--- config.mk ---
export PLATFORM = sky130hd
export DESIGN_NAME = mc_ctrl_flat
export DESIGN_NICKNAME = d
export VERILOG_FILES = /design/src/rtl/mc_pkg.sv /design/src/rtl/mc_ctrl_if.sv /design/src/rtl/mc_decode.sv /design/src/rtl/mc_ctrl.sv /design/src/flat_wrapper.sv
export SDC_FILE = /design/constraint.sdc
export NUM_CORES = 1
export LEC_CHECK = 0
export CORE_MARGIN = 4
export CORE_UTILIZATION = 25
export DETAILED_ROUTE_END_ITERATION = 7
export PLACE_DENSITY = 0.48
export SETUP_SLACK_MARGIN = 0.3
export SLEW_MARGIN = 20
export SYNTH_ARGS = -nofsm -noshare
export SYNTH_HDL_FRONTEND = slang
export SYNTH_HIERARCHICAL = 1
export SYNTH_SLANG_ARGS = --single-unit
--- constraint.sdc ---
create_clock -name clk -period 2.9 [get_ports clk]
set_input_delay 0.58 -clock clk [delete_from_list [all_inputs] [get_ports clk]]
set_output_delay 0.58 -clock clk [all_outputs]
set_load 0.02 [all_outputs]
--- src/rtl/mc_pkg.sv ---
// Shared types and encodings for the multi-cycle MIPS-subset control sequencer.
package mc_pkg;

   typedef enum logic [2:0] {
      ST_FETCH,
      ST_DECODE,
      ST_EXE,
      ST_MEM,
      ST_WB,
      ST_HALT
   } state_t;

   typedef enum logic [3:0] {
      IC_RTYPE,
      IC_JR,
      IC_IALU,
      IC_LW,
      IC_SW,
      IC_BEQ,
      IC_BNE,
      IC_J,
      IC_JAL,
      IC_ILL
   } instr_cls_t;

   localparam logic [5:0] OP_RTYPE = 6'h00;
   localparam logic [5:0] OP_J     = 6'h02;
   localparam logic [5:0] OP_JAL   = 6'h03;
   localparam logic [5:0] OP_BEQ   = 6'h04;
   localparam logic [5:0] OP_BNE   = 6'h05;
   localparam logic [5:0] OP_ADDI  = 6'h08;
   localparam logic [5:0] OP_ORI   = 6'h0D;
   localparam logic [5:0] OP_LUI   = 6'h0F;
   localparam logic [5:0] OP_LW    = 6'h23;
   localparam logic [5:0] OP_SW    = 6'h2B;

   localparam logic [5:0] FN_SLL  = 6'h00;
   localparam logic [5:0] FN_SRL  = 6'h02;
   localparam logic [5:0] FN_JR   = 6'h08;
   localparam logic [5:0] FN_ADDU = 6'h21;
   localparam logic [5:0] FN_SUBU = 6'h23;
   localparam logic [5:0] FN_AND  = 6'h24;
   localparam logic [5:0] FN_OR   = 6'h25;
   localparam logic [5:0] FN_SLT  = 6'h2A;

   localparam logic [3:0] ALU_NOP = 4'd0;
   localparam logic [3:0] ALU_ADD = 4'd1;
   localparam logic [3:0] ALU_SUB = 4'd2;
   localparam logic [3:0] ALU_AND = 4'd3;
   localparam logic [3:0] ALU_OR  = 4'd4;
   localparam logic [3:0] ALU_SLT = 4'd5;
   localparam logic [3:0] ALU_SLL = 4'd6;
   localparam logic [3:0] ALU_SRL = 4'd7;
   localparam logic [3:0] ALU_LUI = 4'd8;

   localparam logic [1:0] NPC_PC4 = 2'b00;
   localparam logic [1:0] NPC_BR  = 2'b01;
   localparam logic [1:0] NPC_J   = 2'b10;
   localparam logic [1:0] NPC_JR  = 2'b11;

   localparam logic [1:0] GPR_RD  = 2'd0;
   localparam logic [1:0] GPR_RT  = 2'd1;
   localparam logic [1:0] GPR_R31 = 2'd2;

   localparam logic [1:0] WD_ALU = 2'd0;
   localparam logic [1:0] WD_MEM = 2'd1;
   localparam logic [1:0] WD_PC  = 2'd2;

endpackage

--- src/rtl/mc_ctrl_if.sv ---
// Controller <-> datapath/memory bundle; master is the controller, slave the datapath side.
interface mc_ctrl_if #(parameter int CNT_W = 32);
   logic [5:0]       Op;
   logic [5:0]       Funct;
   logic             Zero;
   logic             imem_ready;
   logic             dmem_ready;
   logic             imem_req;
   logic             dmem_req;
   logic             IRWrite;
   logic             PCWrite;
   logic             RegWrite;
   logic             MemWrite;
   logic             EXTOp;
   logic [3:0]       ALUOp;
   logic [1:0]       NPCOp;
   logic             ALUSrcA;
   logic             ALUSrcB;
   logic [1:0]       GPRSel;
   logic [1:0]       WDSel;
   logic [CNT_W-1:0] retired;
   logic             halted;

   modport master (
      input  Op, Funct, Zero, imem_ready, dmem_ready,
      output imem_req, dmem_req, IRWrite, PCWrite, RegWrite, MemWrite, EXTOp,
             ALUOp, NPCOp, ALUSrcA, ALUSrcB, GPRSel, WDSel, retired, halted
   );

   modport slave (
      output Op, Funct, Zero, imem_ready, dmem_ready,
      input  imem_req, dmem_req, IRWrite, PCWrite, RegWrite, MemWrite, EXTOp,
             ALUOp, NPCOp, ALUSrcA, ALUSrcB, GPRSel, WDSel, retired, halted
   );
endinterface

--- src/rtl/mc_decode.sv ---
// Combinational Op/Funct decode into an instruction class plus the ALU-side selects.
module mc_decode
   import mc_pkg::*;
(
   input  logic [5:0] op,
   input  logic [5:0] funct,
   output instr_cls_t cls,
   output logic [3:0] alu_op,
   output logic       ext_op,
   output logic       alu_src_a,
   output logic       alu_src_b
);

   always_comb begin
      cls       = IC_ILL;
      alu_op    = ALU_NOP;
      ext_op    = 1'b0;
      alu_src_a = 1'b0;
      alu_src_b = 1'b0;
      case (op)
         OP_RTYPE: begin
            cls = IC_RTYPE;
            case (funct)
               FN_ADDU: alu_op = ALU_ADD;
               FN_SUBU: alu_op = ALU_SUB;
               FN_AND:  alu_op = ALU_AND;
               FN_OR:   alu_op = ALU_OR;
               FN_SLT:  alu_op = ALU_SLT;
               FN_SLL:  begin alu_op = ALU_SLL; alu_src_a = 1'b1; end
               FN_SRL:  begin alu_op = ALU_SRL; alu_src_a = 1'b1; end
               FN_JR:   cls = IC_JR;
               default: cls = IC_ILL;
            endcase
         end
         OP_ADDI: begin cls = IC_IALU; alu_op = ALU_ADD; ext_op = 1'b1; alu_src_b = 1'b1; end
         OP_LW:   begin cls = IC_LW;   alu_op = ALU_ADD; ext_op = 1'b1; alu_src_b = 1'b1; end
         OP_SW:   begin cls = IC_SW;   alu_op = ALU_ADD; ext_op = 1'b1; alu_src_b = 1'b1; end
         OP_ORI:  begin cls = IC_IALU; alu_op = ALU_OR;  alu_src_b = 1'b1; end
         OP_LUI:  begin cls = IC_IALU; alu_op = ALU_LUI; alu_src_b = 1'b1; end
         OP_BEQ:  begin cls = IC_BEQ;  alu_op = ALU_SUB; end
         OP_BNE:  begin cls = IC_BNE;  alu_op = ALU_SUB; end
         OP_J:    cls = IC_J;
         OP_JAL:  cls = IC_JAL;
         default: cls = IC_ILL;
      endcase
   end

endmodule

--- src/rtl/mc_ctrl.sv ---
// Multi-cycle control sequencer with retired-instruction counter.
// Optional MC_CTRL_ILLEGAL_HALT_EN: unknown instructions park in HALT instead of acting as NOPs.
//
// state     | meaning
// ----------+---------------------------------------------------
// ST_FETCH  | request instruction, load IR and PC+4 on imem_ready
// ST_DECODE | one idle cycle while the RF operands settle
// ST_EXE    | ALU op; branches/jumps finish here
// ST_MEM    | data access for lw/sw, held until dmem_ready
// ST_WB     | register file write-back
// ST_HALT   | illegal instruction seen; left only by reset
module mc_ctrl
   import mc_pkg::*;
#(
   parameter int CNT_W = 32
) (
   input  logic      clk,
   input  logic      rst,
   mc_ctrl_if.master bus
);

   state_t           state_q, state_d;
   logic [CNT_W-1:0] retired_q, retired_d;

   instr_cls_t dec_cls;
   logic [3:0] dec_alu_op;
   logic       dec_ext_op, dec_src_a, dec_src_b;

   mc_decode u_decode (
      .op        (bus.Op),
      .funct     (bus.Funct),
      .cls       (dec_cls),
      .alu_op    (dec_alu_op),
      .ext_op    (dec_ext_op),
      .alu_src_a (dec_src_a),
      .alu_src_b (dec_src_b)
   );

   always_comb begin
      state_d      = state_q;
      retired_d    = retired_q;
      bus.imem_req = 1'b0;
      bus.dmem_req = 1'b0;
      bus.IRWrite  = 1'b0;
      bus.PCWrite  = 1'b0;
      bus.RegWrite = 1'b0;
      bus.MemWrite = 1'b0;
      bus.EXTOp    = 1'b0;
      bus.ALUOp    = ALU_NOP;
      bus.NPCOp    = NPC_PC4;
      bus.ALUSrcA  = 1'b0;
      bus.ALUSrcB  = 1'b0;
      bus.GPRSel   = GPR_RD;
      bus.WDSel    = WD_ALU;
      // ALU selects stay valid through MEM/WB so the address/result remain stable.
      if (state_q == ST_EXE || state_q == ST_MEM || state_q == ST_WB) begin
         bus.ALUOp   = dec_alu_op;
         bus.EXTOp   = dec_ext_op;
         bus.ALUSrcA = dec_src_a;
         bus.ALUSrcB = dec_src_b;
      end
      case (state_q)
         ST_FETCH: begin
            // FETCH is the reset state; qualifying with rst keeps all strobes low during reset.
            if (rst) begin
               bus.imem_req = 1'b1;
               if (bus.imem_ready) begin
                  bus.IRWrite = 1'b1;
                  bus.PCWrite = 1'b1;
                  state_d     = ST_DECODE;
               end
            end
         end
         ST_DECODE: state_d = ST_EXE;
         ST_EXE: begin
            state_d = ST_FETCH;
            case (dec_cls)
               IC_RTYPE, IC_IALU: state_d = ST_WB;
               IC_LW, IC_SW:      state_d = ST_MEM;
               IC_JR:  begin bus.PCWrite = 1'b1;      bus.NPCOp = NPC_JR; end
               IC_BEQ: begin bus.PCWrite = bus.Zero;  bus.NPCOp = NPC_BR; end
               IC_BNE: begin bus.PCWrite = !bus.Zero; bus.NPCOp = NPC_BR; end
               IC_J:   begin bus.PCWrite = 1'b1;      bus.NPCOp = NPC_J;  end
               IC_JAL: begin
                  bus.PCWrite  = 1'b1;
                  bus.NPCOp    = NPC_J;
                  bus.RegWrite = 1'b1;
                  bus.GPRSel   = GPR_R31;
                  bus.WDSel    = WD_PC;
               end
               default: begin
`ifdef MC_CTRL_ILLEGAL_HALT_EN
                  state_d = ST_HALT;
`else
                  state_d = ST_FETCH;
`endif
               end
            endcase
         end
         ST_MEM: begin
            bus.dmem_req = 1'b1;
            bus.MemWrite = (dec_cls == IC_SW);
            if (bus.dmem_ready) state_d = (dec_cls == IC_LW) ? ST_WB : ST_FETCH;
         end
         ST_WB: begin
            bus.RegWrite = 1'b1;
            bus.GPRSel   = (dec_cls == IC_RTYPE) ? GPR_RD : GPR_RT;
            bus.WDSel    = (dec_cls == IC_LW) ? WD_MEM : WD_ALU;
            state_d      = ST_FETCH;
         end
`ifdef MC_CTRL_ILLEGAL_HALT_EN
         ST_HALT: state_d = ST_HALT;
`endif
         default: state_d = ST_FETCH;
      endcase
      if (state_d == ST_FETCH && state_q != ST_FETCH) retired_d = retired_q + CNT_W'(1);
   end

   always_ff @(posedge clk or negedge rst) begin
      if (!rst) begin
         state_q   <= ST_FETCH;
         retired_q <= '0;
      end else begin
         state_q   <= state_d;
         retired_q <= retired_d;
      end
   end

   assign bus.retired = retired_q;
`ifdef MC_CTRL_ILLEGAL_HALT_EN
   assign bus.halted = (state_q == ST_HALT);
`else
   assign bus.halted = 1'b0;
`endif

endmodule

--- src/flat_wrapper.sv ---
// flat-port wrapper written by rule: the top's interface ports become plain ports
module mc_ctrl_flat import mc_pkg::*;
#(
   parameter int CNT_W = 32
)
  (clk, rst, bus_Op, bus_Funct, bus_Zero, bus_imem_ready, bus_dmem_ready, bus_imem_req, bus_dmem_req, bus_IRWrite, bus_PCWrite, bus_RegWrite, bus_MemWrite, bus_EXTOp, bus_ALUOp, bus_NPCOp, bus_ALUSrcA, bus_ALUSrcB, bus_GPRSel, bus_WDSel, bus_retired, bus_halted);
  mc_ctrl_if #(.CNT_W(CNT_W)) bus_i ();
  input  logic clk;
  input  logic rst;
  input wire logic [$bits(bus_i.Op)-1:0] bus_Op;
  input wire logic [$bits(bus_i.Funct)-1:0] bus_Funct;
  input wire logic [$bits(bus_i.Zero)-1:0] bus_Zero;
  input wire logic [$bits(bus_i.imem_ready)-1:0] bus_imem_ready;
  input wire logic [$bits(bus_i.dmem_ready)-1:0] bus_dmem_ready;
  output wire logic [$bits(bus_i.imem_req)-1:0] bus_imem_req;
  output wire logic [$bits(bus_i.dmem_req)-1:0] bus_dmem_req;
  output wire logic [$bits(bus_i.IRWrite)-1:0] bus_IRWrite;
  output wire logic [$bits(bus_i.PCWrite)-1:0] bus_PCWrite;
  output wire logic [$bits(bus_i.RegWrite)-1:0] bus_RegWrite;
  output wire logic [$bits(bus_i.MemWrite)-1:0] bus_MemWrite;
  output wire logic [$bits(bus_i.EXTOp)-1:0] bus_EXTOp;
  output wire logic [$bits(bus_i.ALUOp)-1:0] bus_ALUOp;
  output wire logic [$bits(bus_i.NPCOp)-1:0] bus_NPCOp;
  output wire logic [$bits(bus_i.ALUSrcA)-1:0] bus_ALUSrcA;
  output wire logic [$bits(bus_i.ALUSrcB)-1:0] bus_ALUSrcB;
  output wire logic [$bits(bus_i.GPRSel)-1:0] bus_GPRSel;
  output wire logic [$bits(bus_i.WDSel)-1:0] bus_WDSel;
  output wire logic [$bits(bus_i.retired)-1:0] bus_retired;
  output wire logic [$bits(bus_i.halted)-1:0] bus_halted;
  assign bus_i.Op = bus_Op;
  assign bus_i.Funct = bus_Funct;
  assign bus_i.Zero = bus_Zero;
  assign bus_i.imem_ready = bus_imem_ready;
  assign bus_i.dmem_ready = bus_dmem_ready;
  assign bus_imem_req = bus_i.imem_req;
  assign bus_dmem_req = bus_i.dmem_req;
  assign bus_IRWrite = bus_i.IRWrite;
  assign bus_PCWrite = bus_i.PCWrite;
  assign bus_RegWrite = bus_i.RegWrite;
  assign bus_MemWrite = bus_i.MemWrite;
  assign bus_EXTOp = bus_i.EXTOp;
  assign bus_ALUOp = bus_i.ALUOp;
  assign bus_NPCOp = bus_i.NPCOp;
  assign bus_ALUSrcA = bus_i.ALUSrcA;
  assign bus_ALUSrcB = bus_i.ALUSrcB;
  assign bus_GPRSel = bus_i.GPRSel;
  assign bus_WDSel = bus_i.WDSel;
  assign bus_retired = bus_i.retired;
  assign bus_halted = bus_i.halted;
  mc_ctrl #(.CNT_W(CNT_W)) u_core (.clk(clk), .rst(rst), .bus(bus_i));
endmodule
==> qor.log, run 1 <==
qor: clock_network.cts-root-buf sky130_fd_sc_hd__clkbuf_8
qor: power.power.static_leakage 0.00206 uW
qor: clock_network.ctsLongestPathBuffers 2
qor: clock_network.clk_transition_reported_paths 80 ps
qor: layout.nFillCells 938
qor: worst_setup_path.crit_arrival 2490 ps
qor: floorplan.core_box_area 9770 um^2
qor: layout.design.final.nets 417
qor: global_route.globalRouteOverflowTotal 0
qor: clock_network.clock_tree.htree_level_count 2
qor: synth.yosysSeqAreaShare 35.1%
qor: worst_setup_path.cell_chain_critical_path buf_8, o21ba_4, a221oi_2, o21bai_2, a221o_2, buf_6, buf_6, nand2b_1, o21ai_1, a311o_1, buf_6
qor: place.detailedPlacementHpwl 5320 um
qor: worst_setup_path.crit_path_max_incr_delay 410 ps
qor: timing.min_setup_slack_post_route -169 ps
qor: floorplan.die_area 11,700 um^2
qor: timing.timing.fmax 326 MHz
qor: job.timing.max_cap.violations 0
qor: floorplan.floorplan.die.height 108 um
qor: synth.synth-edff-count 0
qor: worst_hold_path.hold_class in2async
qor: timing.setup_repair_after_global_routing_missed_its_margin yes
qor: timing.finalWorstPathRequiredPeriod 3070 ps
qor: drt.drt_first_pass_iters 4
qor: synth.number_of_storage_elements_in_the_synthesis_netlist 35
qor: worst_setup_path.crit_fanout 5
qor: drt.wl_per_cell 14.5 um
qor: synth.area_of_the_mapped_netlist 2500 um^2
qor: timing.relative_slew_margins 63.3%
qor: timing.tightestPinTransition 545 ps
qor: timing.setup-violations-final 34
qor: synth.yosysUniqueCellTypes 59
qor: floorplan.io_pins 69
qor: drt.drt-total-wl 7710 um
qor: worst_setup_path.crit_path_top_delay_cell sky130_fd_sc_hd__a221o_2
qor: synth.avgSynthCellArea 8.96 um^2
qor: timing.timing.clock.skew 11.4 ps
qor: floorplan.placement_rows 36
qor: global_route.grt_use_total 13.5%
qor: place.finalWeightedCongestion 0.813
qor: clock_network.clock_sink_count 35
qor: global_route.antenna_violations_before_repair 0
qor: worst_setup_path.crit_family compound AO/OA/AOI/OAI gates
qor: power.irDropWorstVdd 0.152 mV
qor: worst_setup_path.timing.setup.critical_path_class in2out
qor: power.p_total 1400 uW
qor: drt.post_drt_via_cell_ratio 4.65
qor: timing.timing.final.max_slew_violations 0
qor: clock_network.tritoncts.num_buffers 5
qor: layout.share_of_layout_cells_above_drive_strength_1 45.0%
qor: clock_network.cts.hold.buffers_added 0
qor: global_route.grt_start_max_net_pins 36
qor: drt.route.vias.total 2,479
qor: outcome.violations setup timing
qor: synth.synthFlopType sky130_fd_sc_hd__dfrtp_1
qor: clock_network.clock_latency 290 ps
qor: synth.synth-warning-count 6
qor: timing.final-hold-violation-count 0
qor: drt.detail_route.iter0.violations 64
qor: place.placement.io_buffers 67
qor: timing.final.hold.worst_slack 417 ps
qor: clock_network.clock_tree_from_tritoncts done
qor: worst_setup_path.cell_with_the_most_instances_on_the_worst_path sky130_fd_sc_hd__buf_6
qor: timing.final_min_period_over_clock_period 106%
qor: global_route.wire_length_of_the_first_global_routing_pass 12,600 um
qor: worst_setup_path.worstPathBufferInverterCount 4
qor: layout.area_delta_synth_final 75.1%
qor: layout.diodes 0
qor: synth.async_reset_ff_share 100%
qor: power.power_density 321 nW/um^2
qor: drt.drcViolationCount 0
qor: drt.final_antenna_net_count 0
qor: synth.synthCells 279
qor: worst_setup_path.timing.critical_path.to_type output port
qor: timing.fin_tns_setup -1570 ps
qor: outcome.outcome finished, violations left
qor: floorplan.floorplan.initialDensity 25.6%
qor: global_route.grt_pass1_vias 2,468
qor: floorplan.chipWidth 108 um
qor: worst_setup_path.critPathRequiredTime 2320 ps
qor: worst_setup_path.crit_path_start_kind input port
qor: synth.syn-num-nets 297
power by group:
part / internal, uW / total (uW) / switching (uW)
logic: 240 / 473 / 233
clock network: 168 / 353 / 185
registers: 522 / 577 / 54.5
cells in the mapped netlist, types with 2 or more instances:
library cell | n | area share, %
sky130_fd_sc_hd__xnor2_1 | 17 | 6.0
sky130_fd_sc_hd__nand3_2 | 2 | 0.80
sky130_fd_sc_hd__o21ai_0 | 4 | 0.80
sky130_fd_sc_hd__a311o_1 | 2 | 0.80
sky130_fd_sc_hd__nor4_2 | 2 | 1.0
sky130_fd_sc_hd__o22ai_1 | 3 | 0.75
sky130_fd_sc_hd__nor3b_1 | 2 | 0.60
sky130_fd_sc_hd__nand2b_1 | 8 | 2.0
sky130_fd_sc_hd__nor4_4 | 4 | 3.4
sky130_fd_sc_hd__nor3_1 | 16 | 3.2
sky130_fd_sc_hd__o21bai_1 | 2 | 0.60
sky130_fd_sc_hd__nor2_1 | 21 | 3.2
sky130_fd_sc_hd__nand2_1 | 27 | 4.1
sky130_fd_sc_hd__a21oi_1 | 7 | 1.4
sky130_fd_sc_hd__nand3_1 | 17 | 3.4
sky130_fd_sc_hd__a31oi_1 | 2 | 0.50
sky130_fd_sc_hd__inv_1 | 12 | 1.8
sky130_fd_sc_hd__dfrtp_1 | 35 | 35
sky130_fd_sc_hd__or3_1 | 2 | 0.50
sky130_fd_sc_hd__nor4_1 | 2 | 0.50
sky130_fd_sc_hd__buf_4 | 7 | 2.1
sky130_fd_sc_hd__and2_1 | 2 | 0.50
sky130_fd_sc_hd__nand4_2 | 2 | 1.0
sky130_fd_sc_hd__xor2_1 | 18 | 6.3
sky130_fd_sc_hd__nand4_1 | 7 | 1.8
sky130_fd_sc_hd__nand3b_1 | 2 | 0.60
sky130_fd_sc_hd__and3_1 | 7 | 1.8
sky130_fd_sc_hd__nor2b_1 | 9 | 2.3
sky130_fd_sc_hd__buf_2 | 7 | 1.4
sky130_fd_sc_hd__and4_1 | 2 | 0.70
registers in the layout, indices dropped and copies added, names as in the netlist:
signal,cells
u_core/bus.retired,32
u_core/state_q,3
metrics by stage:
| step | std cells | utilization (%) | setup slack (ps) | area [um^2] |
|---|---|---|---|---|
| 6_report | 533 | 44.8 | -169 | 4380 |
| 5_1_grt | 533 | 44.8 | -258 | 4380 |
| 4_1_cts | 527 | 42.1 | -229 | 4120 |
| 3_5_place_dp | 500 | 37.6 | -1060 | 3680 |
| 3_3_place_gp | 500 | 37.6 | -972 | 3680 |
| 2_1_floorplan | 279 | - | -229 | 2720 |
worst paths after layout:
kind                            depth (start not counted)                endpoint                   start  slack (ps)
worst max-delay path                                   11             bus_PCWrite            bus_Funct[3]        -170
worst min-delay path                                    2  u_core/bus.retired[20]                     rst         420
worst max register to register                          6  u_core/bus.retired[28]   u_core/bus.retired[0]         660
worst min register to register                          1  u_core/bus.retired[31]  u_core/bus.retired[31]         470
max in group asynchronous                               2       u_core/state_q[1]                     rst        2120
min in group clk                                        1  u_core/bus.retired[31]  u_core/bus.retired[31]         470
kinds of logic after synthesis:
group           share of synthesized area (%)
simple gates                             34.9
xor+xnor                                 12.3
flops                                    35.1
compound gates                           10.2
buf+inv                                  6.11
fa+ha+maj                               0.951
other cells                             0.150
mux                                     0.401
layout make-up:
type | count | area (um^2) | area share [%]
timing repair buffer | 129 | 1270 | 28.9
clock inverter | 2 | 12.5 | 0.286
tap | 133 | 166 | 3.80
sequential | 35 | 878 | 20.1
inverter | 12 | 45.0 | 1.03
clock buffer | 6 | 72.6 | 1.66
multi-input combinational | 216 | 1930 | 44.2
what timing repair did:
item | 4_1_cts | 5_1_grt
gates resized for setup | 165 | 53
setup endpoints to repair | 51 | 50
gates cloned | 4 | 0
setup buffers | 15 | 6
pin swaps | 24 | 44
layout by cell type (no fill, tap or decap), drive strengths merged, types with 2 or more instances in the layout:
| cell type | n |
|---|---|
| o21ai | 5 |
| nor2b | 9 |
| and4 | 3 |
| inv | 12 |
| a21oi | 7 |
| o32ai | 2 |
| clkdlybuf4s15 | 2 |
| o21bai | 2 |
| a311o | 2 |
| or3 | 3 |
| nand4 | 9 |
| nor4 | 8 |
| o22ai | 3 |
| buf | 85 |
| nor2 | 21 |
| nand3b | 2 |
| dlygate4sd2 | 3 |
| and2 | 2 |
| and3 | 8 |
| xnor2 | 17 |
| o211ai | 2 |
| clkbuf | 6 |
| a31oi | 2 |
| nand2b | 9 |
| nand2 | 27 |
| nor3b | 2 |
| nor4b | 2 |
| dlymetal6s2s | 2 |
| nand3 | 19 |
| clkdlybuf4s50 | 37 |
| dfrtp | 35 |
| xor2 | 18 |
| nor3 | 16 |
metal layers:
metal	wire, um	global-route usage, %
met4	87	3.07
met3	474	3.70
met1	3330	18.2
met5	0	0
met2	3810	21.8
(Power assumes the default switching activity.)
==> inputs of run 2 (changes only) <==
--- a/config.mk
+++ b/config.mk
@@ -8,6 +8,7 @@
 export CORE_MARGIN = 4
 export CORE_UTILIZATION = 25
 export DETAILED_ROUTE_END_ITERATION = 7
+export HOLD_SLACK_MARGIN = 0.03
 export PLACE_DENSITY = 0.48
 export SETUP_SLACK_MARGIN = 0.3
 export SLEW_MARGIN = 20
==> results of run 2 <==
Same layout as run 1: the final DEF is identical, and so are final timing and power.
==> inputs of run 3 (changes only) <==
--- a/config.mk
+++ b/config.mk
@@ -16,3 +16,4 @@
 export SYNTH_HDL_FRONTEND = slang
 export SYNTH_HIERARCHICAL = 1
 export SYNTH_SLANG_ARGS = --single-unit
+export TNS_END_PERCENT = 100
==> results of run 3 <==
Same layout as run 1: the final DEF is identical, and so are final timing and power.
